--- src/rtl/j2c_pkg.sv ---
// j2c_pkg: shared state encoding and constants for the two-wire serial slave.
package j2c_pkg;
    typedef enum logic {IDLE, RECEIVE} state_e;
    localparam int DEF_MESSAGE_LENGTH = 8;
    localparam logic BUS_IDLE = 1'b1;
endpackage

--- src/rtl/j2c_slave_if.sv ---
// j2c_slave_if: serial lines in, parallel word and status out.
interface j2c_slave_if #(parameter int MESSAGE_LENGTH = j2c_pkg::DEF_MESSAGE_LENGTH);
    logic sda;
    logic scl;
    logic [MESSAGE_LENGTH-1:0] data_out;
    logic data_valid;
    logic busy;
    logic frame_error;
    modport slave(input sda, scl, output data_out, data_valid, busy, frame_error);
    modport master(output sda, scl, input data_out, data_valid, busy, frame_error);
endinterface

--- src/rtl/j2c_line_sync.sv ---
// j2c_line_sync: reset-to-idle line synchroniser with a delay flop for edge detection.
module j2c_line_sync import j2c_pkg::*; #(
    parameter int SYNC_STAGES = 2
) (
    input  logic clk,
    input  logic rst,
    input  logic line_i,
    output logic level_o,
    output logic rise_o,
    output logic fall_o
);
    logic [SYNC_STAGES-1:0] sync_q;
    logic del_q;
    always_ff @(posedge clk) begin
        if (rst) begin
            sync_q <= {SYNC_STAGES{BUS_IDLE}};
            del_q  <= BUS_IDLE;
        end else begin
            sync_q <= {sync_q[SYNC_STAGES-2:0], line_i};
            del_q  <= sync_q[SYNC_STAGES-1];
        end
    end
    assign level_o = sync_q[SYNC_STAGES-1];
    assign rise_o  = level_o & ~del_q;
    assign fall_o  = ~level_o & del_q;
endmodule

--- src/rtl/j2c_slave.sv ---
// j2c_slave: oversampling two-wire slave shifting in LSB-first frames after a start condition.
module j2c_slave import j2c_pkg::*; #(
    parameter int MESSAGE_LENGTH = DEF_MESSAGE_LENGTH,
    parameter int SYNC_STAGES    = 2,
    parameter int TIMEOUT_CYCLES = 64
) (
    input  logic clk,
    input  logic rst,
    j2c_slave_if.slave bus
);
    localparam int CW = $clog2(MESSAGE_LENGTH + 1);
    localparam int TW = $clog2(TIMEOUT_CYCLES);
    logic sda_s, sda_rise, sda_fall, scl_s, scl_rise, scl_fall;
    logic start, stop;
    state_e state_q, state_d;
    logic [CW-1:0] cnt_q, cnt_d;
    logic [TW-1:0] tmo_q, tmo_d;
    logic [MESSAGE_LENGTH-1:0] shift_q, shift_d, data_q, data_d;
    logic valid_q, valid_d, ferr_q, ferr_d, busy_q;

    j2c_line_sync #(.SYNC_STAGES(SYNC_STAGES)) u_sda (
        .clk(clk), .rst(rst), .line_i(bus.sda), .level_o(sda_s), .rise_o(sda_rise), .fall_o(sda_fall)
    );
    j2c_line_sync #(.SYNC_STAGES(SYNC_STAGES)) u_scl (
        .clk(clk), .rst(rst), .line_i(bus.scl), .level_o(scl_s), .rise_o(scl_rise), .fall_o(scl_fall)
    );

    // scl high in both sync and delay stage; an sda change alongside an scl rise is data
    assign start = scl_s & ~scl_rise & sda_fall;
    assign stop  = scl_s & ~scl_rise & sda_rise;

    always_comb begin
        state_d = state_q;
        cnt_d   = cnt_q;
        tmo_d   = tmo_q;
        shift_d = shift_q;
        data_d  = data_q;
        valid_d = 1'b0;
        ferr_d  = 1'b0;
        if (state_q == IDLE) begin
            if (start) begin
                state_d = RECEIVE;
                cnt_d   = '0;
                tmo_d   = '0;
                shift_d = '0;
            end
        end else if (start) begin
            ferr_d  = 1'b1;
            cnt_d   = '0;
            tmo_d   = '0;
            shift_d = '0;
        end else if (stop) begin
            ferr_d  = 1'b1;
            state_d = IDLE;
        end else if (scl_rise) begin
            shift_d = shift_q | (MESSAGE_LENGTH'(sda_s) << cnt_q);
            cnt_d   = cnt_q + 1'b1;
            tmo_d   = '0;
            if (cnt_q == CW'(MESSAGE_LENGTH - 1)) begin
                data_d  = shift_d;
                valid_d = 1'b1;
                state_d = IDLE;
            end
        end else if (scl_fall) begin
            tmo_d = '0;
        end else if (tmo_q == TW'(TIMEOUT_CYCLES - 1)) begin
            ferr_d  = 1'b1;
            state_d = IDLE;
        end else begin
            tmo_d = tmo_q + 1'b1;
        end
    end

    always_ff @(posedge clk) begin
        if (rst) begin
            state_q <= IDLE;
            cnt_q   <= '0;
            tmo_q   <= '0;
            shift_q <= '0;
            data_q  <= '0;
            valid_q <= 1'b0;
            ferr_q  <= 1'b0;
            busy_q  <= 1'b0;
        end else begin
            state_q <= state_d;
            cnt_q   <= cnt_d;
            tmo_q   <= tmo_d;
            shift_q <= shift_d;
            data_q  <= data_d;
            valid_q <= valid_d;
            ferr_q  <= ferr_d;
            busy_q  <= (state_d == RECEIVE);
        end
    end

    assign bus.data_out    = data_q;
    assign bus.data_valid  = valid_q;
    assign bus.frame_error = ferr_q;
    assign bus.busy        = busy_q;
endmodule
--- src/flat_wrapper.sv ---
// flat-port wrapper written by rule: the top's interface ports become plain ports
module j2c_slave_flat import j2c_pkg::*;
#(
    parameter int MESSAGE_LENGTH = DEF_MESSAGE_LENGTH,
    parameter int SYNC_STAGES    = 2,
    parameter int TIMEOUT_CYCLES = 64
)
  (clk, rst, bus_sda, bus_scl, bus_data_out, bus_data_valid, bus_busy, bus_frame_error);
  j2c_slave_if #(.MESSAGE_LENGTH(MESSAGE_LENGTH)) bus_i ();
  input  logic clk;
  input  logic rst;
  input wire logic [$bits(bus_i.sda)-1:0] bus_sda;
  input wire logic [$bits(bus_i.scl)-1:0] bus_scl;
  output wire logic [$bits(bus_i.data_out)-1:0] bus_data_out;
  output wire logic [$bits(bus_i.data_valid)-1:0] bus_data_valid;
  output wire logic [$bits(bus_i.busy)-1:0] bus_busy;
  output wire logic [$bits(bus_i.frame_error)-1:0] bus_frame_error;
  assign bus_i.sda = bus_sda;
  assign bus_i.scl = bus_scl;
  assign bus_data_out = bus_i.data_out;
  assign bus_data_valid = bus_i.data_valid;
  assign bus_busy = bus_i.busy;
  assign bus_frame_error = bus_i.frame_error;
  j2c_slave #(.MESSAGE_LENGTH(MESSAGE_LENGTH), .SYNC_STAGES(SYNC_STAGES), .TIMEOUT_CYCLES(TIMEOUT_CYCLES)) u_core (.clk(clk), .rst(rst), .bus(bus_i));
endmodule
--- config.mk ---
export PLATFORM = sky130hd
export DESIGN_NAME = j2c_slave_flat
export DESIGN_NICKNAME = d
export VERILOG_FILES = /design/src/rtl/j2c_pkg.sv /design/src/rtl/j2c_slave_if.sv /design/src/rtl/j2c_line_sync.sv /design/src/rtl/j2c_slave.sv /design/src/flat_wrapper.sv
export SDC_FILE = /design/constraint.sdc
export NUM_CORES = 1
export LEC_CHECK = 0
export BUFFER_PORTS_ARGS = -buffer_cell sky130_fd_sc_hd__buf_2
export CAP_MARGIN = 15
export CORE_ASPECT_RATIO = 0.8
export CORE_MARGIN = 1
export CORE_UTILIZATION = 39
export DETAILED_ROUTE_END_ITERATION = 12
export GPL_TIMING_DRIVEN = 1
export PLACE_DENSITY = 0.68
export SYNTH_ARGS = -nofsm -noshare
export SYNTH_HDL_FRONTEND = slang
export SYNTH_SLANG_ARGS = --single-unit
--- constraint.sdc ---
create_clock -name clk -period 4.1 [get_ports clk]
set_input_delay 0.615 -clock clk [delete_from_list [all_inputs] [get_ports clk]]
set_output_delay 0.615 -clock clk [all_outputs]
set_load 0.03 [all_outputs]
# After elaboration in Yosys (flattened, before gate mapping)

Index checks and enable logic that the tools add are counted.

Register bits: 35
Bits of input ports: 4
Logic and storage cells: 72

Add/subtract/negate cells: 2
Equality and inequality tests: 4
Shifts and indexed selects: 1
Muxes and demuxes: 31
Bitwise operators: 16
Reductions and logical operators: 7

Operators by type and width:

| kind                                          | number |
|---|---|
| two-way mux 6 bit                             | 7 |
| two-way mux 8 bit                             | 5 |
| two-way mux 4 bit                             | 5 |
| two-way mux 1 bit                             | 14 |
| inverter 1 bit                                | 8 |
| bitwise OR 8 bit                              | 1 |
| left shift 1 x 4 -> 8 bit                     | 1 |
| AND 1 bit                                     | 7 |
| adder 6 x 1 -> 6 bit, second input constant   | 1 |
| == test 6 bit, second input constant          | 1 |
| AND reduction 3 bit                           | 2 |
| AND reduction 5 bit                           | 1 |
| OR reduction 5 bit                            | 1 |
| adder 4 x 1 -> 4 bit, second input constant   | 1 |
| == test 4 x 3 -> 1 bit, second input constant | 1 |
| != test 4 x 1 -> 1 bit, second input constant | 1 |
| nonzero test 2 bit                            | 2 |
| != test 2 x 1 -> 1 bit, second input constant | 1 |
| OR reduction 2 bit                            | 1 |

# Longest topological paths before layout

Gate-level depths: netlist (run 1).

Word-level depth: 8
Gate-level depth with buffers: 8
Mapped depth without buffers: 6

# By module

A second synthesis (run 1) with hierarchy kept.

Cell total of the unflattened synthesis: 159
Area total of the unflattened synthesis: 1430.1 µm²

Modules (own cells, without submodules):

| module        | times used | cells an instance | area an instance (µm²) | seq. area each (µm²) |
|---|---|---|---|---|
| j2c_slave     | 1          | 143               | 1244.9                 | 580.6 |
| j2c_line_sync | 2          | 8                 | 92.6                   | 60.1 |

# Worst setup path before layout (run 1)

Ideal clock, no wire load.

Kind: flip-flop to flip-flop
Start: reg u_core.u_scl.del_q
End: reg u_core.tmo_q[3]
Setup time: 70 ps
Data arrival time: 1614 ps
Required time: 4030 ps
Slack: 2416 ps
Cell stages (with the launch flop): 6
Path buffers: 0
Period minus slack after synthesis: 1684 ps
Cells stage by stage: dfxtp_1 > inv_1 > ha_1 > or3b_1 > or4b_1 > a21oi_1

Word-level cells in the longest chain between the ends: 7

RTL lines:

| what                                                               | line                             | text |
|---|---|---|
| start, declared                                                    | j2c_line_sync.sv:13              | `logic del_q;` |
| start signal, assigned                                             | j2c_line_sync.sv:20              | `del_q <= sync_q[SYNC_STAGES-1];` |
| inverter 1 bit                                                     | j2c_line_sync.sv:24              | `assign rise_o = level_o & ~del_q;` |
| AND 1 bit                                                          | j2c_line_sync.sv:24              |  |
| inverter 1 bit (no line)                                           | --                               |  |
| AND 1 bit                                                          | j2c_slave.sv:29, j2c_slave.sv:30 |  |
| AND 1 bit (on tied branches)                                       | j2c_slave.sv:29, j2c_slave.sv:30 |  |
| != test 4 x 1 -> 1 bit (no line), or another cell as far along     | --                               |  |
| AND reduction 3 bit (no line) or two-way mux 6 bit (tied branches) | --                               |  |
| end signal, assigned                                               | j2c_slave.sv:87                  | `tmo_q <= tmo_d;` |
| end, declared                                                      | j2c_slave.sv:17                  | `logic [TW-1:0] tmo_q, tmo_d;` |

Several ways; a longest one is shown, not always the timed one. The select of a mux whose other input is x is not followed.
A chain may end at the register's enable or synchronous reset.

# Final worst setup path (run 1)

Start: reg u_core.u_scl.sync_q[1]
End: reg u_core.data_q[3] (netlist: u_core.bus.data_out[3])

Word-level cells in the longest chain between the ends: 6

RTL lines:

| what                              | line                             | text |
|---|---|---|
| start, declared                   | j2c_line_sync.sv:12              | `logic [SYNC_STAGES-1:0] sync_q;` |
| start signal, assigned            | j2c_line_sync.sv:16              | `sync_q <= {SYNC_STAGES{BUS_IDLE}};` |
| start signal, assigned            | j2c_line_sync.sv:19              | `sync_q <= {sync_q[SYNC_STAGES-2:0], line_i};` |
| AND 1 bit                         | j2c_line_sync.sv:24              |  |
| inverter 1 bit (no line)          | --                               |  |
| AND 1 bit                         | j2c_slave.sv:29, j2c_slave.sv:30 |  |
| AND 1 bit (on tied branches)      | j2c_slave.sv:29, j2c_slave.sv:30 |  |
| inverter 1 bit (no line)          | --                               |  |
| AND reduction 5 bit (no line) (*) | --                               |  |
| end signal, assigned              | j2c_slave.sv:89                  | `data_q <= data_d;` |
| end, declared                     | j2c_slave.sv:18                  | `logic [MESSAGE_LENGTH-1:0] shift_q, shift_d, data_q, data_d;` |

Every way passes the cells marked *; elsewhere a longest branch is shown, timed or not.

==> impl_metrics.yaml, run 1 <==
final_layout:
  num-nets-final: 183
  area_delta_synth_final_pct: 12.7
  n_antenna_cell: 0
  drive_gt1_frac: 0.166
  final_cell_count_no_fill: 217
  final_area_um2: 1650
worst_hold_path:
  hold_path.class: "register to register"
  hold_start: "u_core.u_sda.sync_q[0]$_SDFF_PP1_"
  hold_depth: 1
  min_to: "u_core.u_sda.sync_q[1]$_SDFF_PP1_"
clock_network:
  cts_tree: "built"
  cts_resized: 0
  cts_root_buffer: "clkbuf_8"
  clkSinkCount: 35
  clock_path_buffers: 2
  clk_pin_slew_ps: 70
  cts_inserted_buffers: 5
  cts_htree_levels: 2
  clk_latency_ps: 280
  cts_setup_buffers: 0
  cts-hold-fix-buffers: 0
logic_synthesis:
  synthArstFlopShare: 0
  ys_seq_area_frac: 0.478
  syn_area_um2: 1470
  synth-seq-cells: 35
  ys_types: 37
  avgSynthCellArea_um2: 9.21
  synth_area_leader_cell: "dfxtp_1"
  syn-num-nets: 168
  synth_top_cell_area_share: 0.478
  synth-edff-count: 0
  ys_warn_count: 0
  synth_ff_type: "dfxtp_1"
  synthTopCellsByArea: "dfxtp_1, nor2_1, a211oi_1"
  synthCells: 159
run_status:
  status: "complete, no violations"
timing:
  setup_violations: 0
  worst_pin_slew_ps: 706
  finalHoldViolCount: 0
  slew_violations: 0
  finClkSkew_ps: 2.22
  fin_crit_sh: 0.473
  period_needed_ps: 1940
  relSlewSlack: 0.530
  clock.fmax_ghz: 0.515
  setup-tns-final_ps: 0
  fin_ws_ps: 2160
  rsz0062_at_grt: "false"
worst_setup_path:
  end_kind: "register"
  crit_type: "register to register"
  critical_path_arrival_ps: 2130
  crit_required_ps: 4290
  slowest_stage: "and4_1"
  crit_fanout: 17
  r2r_slack_ps: 2160
  critPathLaunchType: "register"
  rr_startpoint: "u_core.u_scl.sync_q[1]$_SDFF_PP1_"
  critical_path.max_stage_delay_ps: 560
  cp_cell_sequence: "ha_1 > and4b_1 > and4_1 > nor2_1 > a211oi_1"
  crit_start: "u_core.u_scl.sync_q[1]$_SDFF_PP1_"
  r2r_end: "u_core.bus.data_out[3]$_SDFFE_PP0P_"
  reg2regPathDepth: 5
power_and_ir_drop:
  ir_drop_uv: 212
  power.leakage_nw: 0.624
  power_density_nw_per_um2: 394
drt:
  drt_iter0_drc: 46
  num_vias: 1178
  ant_nets: 0
  via_per_inst: 5.43
  routed_wl_um: 2780
  wl_per_cell_um: 12.8
  first_pass_iters: 5
  drc: 0
flow_run:
  cap_violations: 0
grt:
  grt_max_degree: 19
  grt_overflow: 0
  antenna_found_initial: 0
  grtUsageTotal: 0.158
  grt_pass1_wl_um: 4840
  grt_pass1_vias: 1103
place:
  gp_congestion: 0.819
  io_buffers: 14
  dpl.cell_count: 209
  placed_area_um2: 1550
  hpwl_um: 1910
  pre_cts_slack_ps: 2150
floorplan:
  rows: 19
  die_y_um: 56.8
  die_x_um: 70.5
  initial_core_util: 0.416
  die_area_um2: 4010
  core-area_um2: 3520
  io_pins: 15
-- cell usage in the layout (no fill, tap or decap), drive strengths merged, types with 2 or more instances in the layout --
| cell | n |
|---|---|
| ha | 5 |
| nor2 | 23 |
| a31oi | 5 |
| clkbuf | 8 |
| a21oi | 11 |
| nand2 | 3 |
| xor2 | 2 |
| a211oi | 10 |
| nor3 | 12 |
| nand4 | 4 |
| and3 | 3 |
| nand3 | 2 |
| or2 | 6 |
| xnor2 | 2 |
| o21ai | 4 |
| dfxtp | 35 |
| buf | 14 |
| nand3b | 2 |
| inv | 6 |
| nor2b | 4 |
-- state kept, by name, summed over array words and instances, names as in the netlist, 2 cells and up --
signal	cells
u_core.tmo_q	6
u_core.u_sda.sync_q	2
u_core.cnt_q	4
u_core.shift_q	8
u_core.u_scl.sync_q	2
u_core.bus.data_out	8
-- metal layers --
layer  routed length, um  share of wire  global-route usage
met1                1380           0.50               0.204
met2                1200           0.43               0.225
met3                 140          0.050              0.0539
met4                  49          0.018              0.0962
met5                   0              0                   0
-- critical path: cells and delay by family (launching register included) --
family / cells / cell delay, ps
and+or+nand+nor: 3 / 900
DFF: 1 / 370
adders and majority gates: 1 / 330
AOI/OAI and AO/OA: 1 / 240
-- cells in the mapped netlist (2+ instances only) --
cell	instances
o21ai_0	4
nand2_1	3
nand4_1	4
nand3_1	2
inv_1	6
a211oi_1	10
and3_1	3
dfxtp_1	35
nor2b_1	4
ha_1	5
nor2_1	23
xor2_1	2
or2_2	6
xnor2_1	2
a21oi_1	11
nor3_1	12
a31oi_1	5
nand3b_1	2
buf_2	2
-- metrics by stage --
step | util | hold WS, ps | power [mW]
CTS | 0.469 | 426 | 0.657
global route | 0.469 | 430 | 0.679
global placement | 0.441 | 396 | 0.388
finish | 0.469 | 419 | 0.651
floorplan | - | 389 | 0.381
detailed placement | 0.441 | 406 | 0.389
-- layout make-up --
| class | count | area [um^2] |
|---|---|---|
| tap | 42 | 52.6 |
| sequential | 35 | 701 |
| timing repair buffer | 14 | 70.1 |
| fill | 345 | 1870 |
| multi-input combinational | 112 | 706 |
| inverter | 6 | 22.5 |
| clock buffer | 8 | 100 |
-- report_power, final --
group	internal, mW	switching, mW
Sequential	0.345	0.00562
Clock	0.153	0.116
Combinational	0.0108	0.0203
Total	0.508	0.142
-- worst max path at each step --
| stage | endpoint | slack, ps | cells after the start |
|---|---|---|---|
| floorplan | u_core.tmo_q[3]$_SDFFE_PP0P_ | 2420 | 5 |
| global placement | u_core.bus.data_out[7]$_SDFFE_PP0P_ | 2210 | 5 |
| detailed placement | u_core.bus.data_out[2]$_SDFFE_PP0P_ | 2150 | 5 |
| CTS | u_core.bus.data_out[3]$_SDFFE_PP0P_ | 2130 | 5 |
| global route | u_core.bus.data_out[1]$_SDFFE_PP0P_ | 1920 | 6 |
| finish | u_core.bus.data_out[3]$_SDFFE_PP0P_ | 2160 | 5 |
-- cells by family (layout without fill, tap and decap cells) --
kind of cell / count (synthesis) / after routing / synth area share
AOI/OAI and AO/OA: 36 / 36 / 0.172
xor gates and xnor gates: 4 / 4 / 0.0239
adders and majority gates: 5 / 5 / 0.0427
buffers and inverters: 12 / 28 / 0.0401
DFF: 35 / 35 / 0.478
and+or+nand+nor: 67 / 67 / 0.243
(Power assumes the default switching activity.)
==> run 2: changes to the inputs <==
- clock period: 4.1 -> 1.85 ns (I/O delays scaled with it)
==> impl_metrics.yaml, run 2 (synthesized netlist as in run 1, its figures left out) <==
run_status:
  status: "complete, no violations"
grt:
  grt_overflow: 0
  antenna_found_initial: 0
  grt_pass1_wl_um: 5040
  grt_max_degree: 18
  grtUsageTotal: 0.164
  grt_pass1_vias: 1147
drt:
  wl_per_cell_um: 12.7
  drc: 0
  ant_nets: 0
  drt_iter0_drc: 88
  first_pass_iters: 4
  via_per_inst: 5.32
  routed_wl_um: 2860
  num_vias: 1197
timing:
  setup-tns-final_ps: 0
  fin_crit_sh: 0.941
  clock.fmax_ghz: 0.575
  relSlewSlack: 0.681
  period_needed_ps: 1740
  slew_violations: 0
  finClkSkew_ps: 1.97
  finalHoldViolCount: 0
  setup_violations: 0
  worst_pin_slew_ps: 479
  rsz0062_at_grt: "false"
floorplan:
  die_area_um2: 4010
  initial_core_util: 0.416
  io_pins: 15
  die_y_um: 56.8
  die_x_um: 70.5
  core-area_um2: 3520
  rows: 19
clock_network:
  cts_inserted_buffers: 5
  clk_latency_ps: 280
  cts_tree: "built"
  clkSinkCount: 35
  clock_path_buffers: 2
  cts-hold-fix-buffers: 0
  cts_htree_levels: 2
  cts_root_buffer: "clkbuf_8"
  clk_pin_slew_ps: 60
final_layout:
  layout_commonest_cell: "dfxtp_1"
  seqCellArea_um2: 702
  final_core_util: 0.488
  final_cell_mix: "dfxtp_1, nor2_1, buf_2"
  num-nets-final: 191
  n_fill_cell: 340
  area_delta_synth_final_pct: 17.1
  final_area_um2: 1720
  drive_gt1_frac: 0.202
  multi_input_area_um2: 714
  n_antenna_cell: 0
worst_hold_path:
  hold_path.class: "input port to register"
  hold_start: "bus_sda"
power_and_ir_drop:
  power_density_nw_per_um2: 799
  ir_drop_uv: 412
  power.leakage_nw: 0.688
worst_setup_path:
  critical_path_arrival_ps: 1950
  crit_required_ps: 2060
  crit_type: "register to register"
  rr_startpoint: "u_core.u_scl.del_q$_SDFF_PP1_"
  end_kind: "register"
  crit_fanout: 4
  critPathLaunchType: "register"
  crit_start: "u_core.u_scl.del_q$_SDFF_PP1_"
flow_run:
  cap_violations: 0
place:
  placed_area_um2: 1620
  hpwl_um: 2040
  gp_congestion: 0.850
  io_buffers: 14
[run 2: layout make-up]
type	count	share of cell area
Sequential cell	35	0.409
Clock buffer	7	0.0445
Tap cell	42	0.0306
Inverter	6	0.0131
Clock inverter	1	0.00292
Timing Repair Buffer	22	0.0832
Multi-Input combinational cell	112	0.416
[run 2: path summary, 6_finish.rpt]
path | endpoint | slack (ps) | cells after the start
max | u_core.tmo_q[3]$_SDFFE_PP0P_ | 110 | 5
min | u_core.u_sda.sync_q[0]$_SDFF_PP1_ | 180 | 2
max reg2reg | u_core.tmo_q[3]$_SDFFE_PP0P_ | 110 | 5
min reg2reg | u_core.u_scl.sync_q[1]$_SDFF_PP1_ | 410 | 1
[run 2: what timing repair did]
action                     in CTS  in global routing
gates resized for setup         0                  2
setup endpoints to repair       0                  2
setup buffers                   0                  0
[run 2: power by group]
part | total (mW) | switching, mW | internal [mW] | leakage (nW)
Combinational | 0.0854 | 0.0520 | 0.0333 | 0.363
Clock | 0.512 | 0.248 | 0.264 | 0.0422
Sequential | 0.773 | 0.00946 | 0.764 | 0.283
Total | 1.37 | 0.310 | 1.06 | 0.688
[run 2: metrics by stage]
step                hold slack, ps  power, mW  setup WS, ps  cells
global route                   164       1.44         0.127    225
floorplan                      349      0.845           166    159
finish                         177       1.37           110    225
global placement               392      0.870           170    217
detailed placement             395      0.873           113    217
CTS                            173       1.38          95.9    225
[run 2: layer usage]
layer	wire length (um)	global-route usage	vias up	share of wire
met5	0	0	-	0
li1	-	-	625	-
met4	46	0.0787	0	0.016
met1	1480	0.210	531	0.52
met3	143	0.0539	6	0.050
met2	1190	0.247	35	0.41
[run 2: critical path: stages (launching register included)]
cell     delay, ps
dfxtp_1        360
inv_1           60
ha_1           230
or3b_1         410
or4b_1         470
a21oi_1        140
==> run 3: changes to the inputs <==
- GPL_TIMING_DRIVEN: 1 -> 0
==> impl_metrics.yaml, run 3 (synthesized netlist as in run 1, its figures left out) <==
final_layout:
  layout_commonest_cell: "dfxtp_1"
  final_core_util: 0.486
  area_delta_synth_final_pct: 16.8
  num-nets-final: 191
  n_antenna_cell: 0
  drive_gt1_frac: 0.209
  final_cell_mix: "dfxtp_1, nor2_1, buf_2"
worst_setup_path:
  crit_required_ps: 2050
  critPathLaunchType: "register"
  crit_fanout: 10
  end_kind: "register"
  rr_startpoint: "u_core.u_scl.sync_q[1]$_SDFF_PP1_"
  r2r_slack_ps: 50
  reg2regPathDepth: 7
  slowest_stage: "dfxtp_1"
  cp_cell_sequence: "ha_2 > and4b_1 > and4_1 > buf_2 > buf_4 > nor2_1 > a211oi_1"
  crit_type: "register to register"
  critical_path.max_stage_delay_ps: 370
  r2r_end: "u_core.bus.data_out[2]$_SDFFE_PP0P_"
  critical_path_arrival_ps: 2000
power_and_ir_drop:
  ir_drop_uv: 546
  power.leakage_nw: 0.658
  power_density_nw_per_um2: 883
drt:
  wl_per_cell_um: 13.2
  first_pass_iters: 4
  drc: 0
  num_vias: 1210
  routed_wl_um: 2950
  drt_iter0_drc: 70
  ant_nets: 0
  via_per_inst: 5.40
worst_hold_path:
  hold_depth: 2
  hold_start: "bus_scl"
  min_to: "u_core.u_scl.sync_q[0]$_SDFF_PP1_"
  hold_path.class: "input port to register"
floorplan:
  initial_core_util: 0.416
  core-area_um2: 3520
  io_pins: 15
  die_x_um: 70.5
  die_y_um: 56.8
  die_area_um2: 4010
  rows: 19
grt:
  grtUsageTotal: 0.166
  grt_pass1_wl_um: 5090
  antenna_found_initial: 0
  grt_pass1_vias: 1151
  grt_overflow: 0
  grt_max_degree: 11
timing:
  relSlewSlack: 0.678
  fin_crit_sh: 0.974
  finalHoldViolCount: 0
  fin_ws_ps: 49.0
  finClkSkew_ps: 8.44
  slew_violations: 0
  worst_pin_slew_ps: 479
  period_needed_ps: 1800
  setup-tns-final_ps: 0
  setup_violations: 0
  clock.fmax_ghz: 0.555
  rsz0062_at_grt: "true"
place:
  pre_cts_slack_ps: -25.2
  io_buffers: 14
  hpwl_um: 2060
  gp_congestion: 0.818
clock_network:
  clk_pin_slew_ps: 60
  clkSinkCount: 35
  clock_path_buffers: 2
  cts_root_buffer: "clkbuf_8"
  cts_htree_levels: 2
  cts_inserted_buffers: 5
  clk_latency_ps: 290
  cts_tree: "built"
flow_run:
  cap_violations: 0
run_status:
  status: "complete, no violations"
-- run 3: changes by cell type in the layout (fill, tap and decap cells not counted), sizes merged --
cell,delta
bufinv,+1
clkinv,-1
buf,-2
clkbuf,+1
-- run 3: routing by layer --
layer	vias up	part of all wire	wire (um)	GRT usage
met5	-	0	0	0
met4	0	0.028	82	0.0933
met3	9	0.040	118	0.0503
met2	29	0.42	1240	0.247
met1	550	0.51	1510	0.215
li1	622	-	-	-
-- run 3: cell type report --
class / count / area [um^2]
Inverter: 6 / 22.5
Multi-Input combinational cell: 112 / 708
Clock inverter: 1 / 30.0
Clock buffer: 6 / 72.6
Tap cell: 42 / 52.6
Timing Repair Buffer: 16 / 85.1
Buffer: 6 / 37.5
Fill cell: 335 / 1810
Sequential cell: 35 / 703
-- run 3: worst max-delay path by stage --
| stage | end | depth (start not counted) | slack, ps | startpoint |
|---|---|---|---|---|
| floorplan | u_core.tmo_q[3]$_SDFFE_PP0P_ | 5 | 170 | u_core.u_scl.del_q$_SDFF_PP1_ |
| CTS | u_core.bus.data_out[2]$_SDFFE_PP0P_ | 7 | 20 | u_core.cnt_q[1]$_SDFFE_PP0P_ |
| global placement | u_core.bus.data_out[2]$_SDFFE_PP0P_ | 7 | 30 | u_core.u_scl.sync_q[1]$_SDFF_PP1_ |
| finish | u_core.bus.data_out[2]$_SDFFE_PP0P_ | 7 | 50 | u_core.u_scl.sync_q[1]$_SDFF_PP1_ |
| global route | u_core.bus.data_out[2]$_SDFFE_PP0P_ | 7 | -100 | u_core.u_scl.sync_q[1]$_SDFF_PP1_ |
| detailed placement | u_core.bus.data_out[2]$_SDFFE_PP0P_ | 7 | -30 | u_core.u_scl.sync_q[1]$_SDFF_PP1_ |
-- run 3: metrics by stage --
stage	total power [mW]	instance area, um^2	cells	hold WS (ps)
4_1_cts	1.52	1690	222	164
5_1_grt	1.56	1710	224	162
3_3_place_gp	0.865	1590	215	395
3_5_place_dp	0.868	1590	215	402
2_1_floorplan	0.845	1470	159	349
6_report	1.51	1710	224	174
-- run 3: what timing repair did --
item	4_1_cts	5_1_grt
gates resized for setup	1	3
hold buffers	0	0
pin swaps	0	2
setup buffers	0	2
setup endpoints to repair	1	19
-- run 3: power by group --
part | internal, mW | switching [mW] | total (mW)
logic | 0.0299 | 0.0507 | 0.0806
registers | 0.764 | 0.0104 | 0.774
clock network | 0.395 | 0.262 | 0.656
-- run 3: worst max-delay path: cells and delay by family, from the launching register on --
kind	cells	cell delay, ps
simple gates	3	460
buf+inv	2	390
fa+ha+maj	1	290
flops	1	370
compound gates	1	190
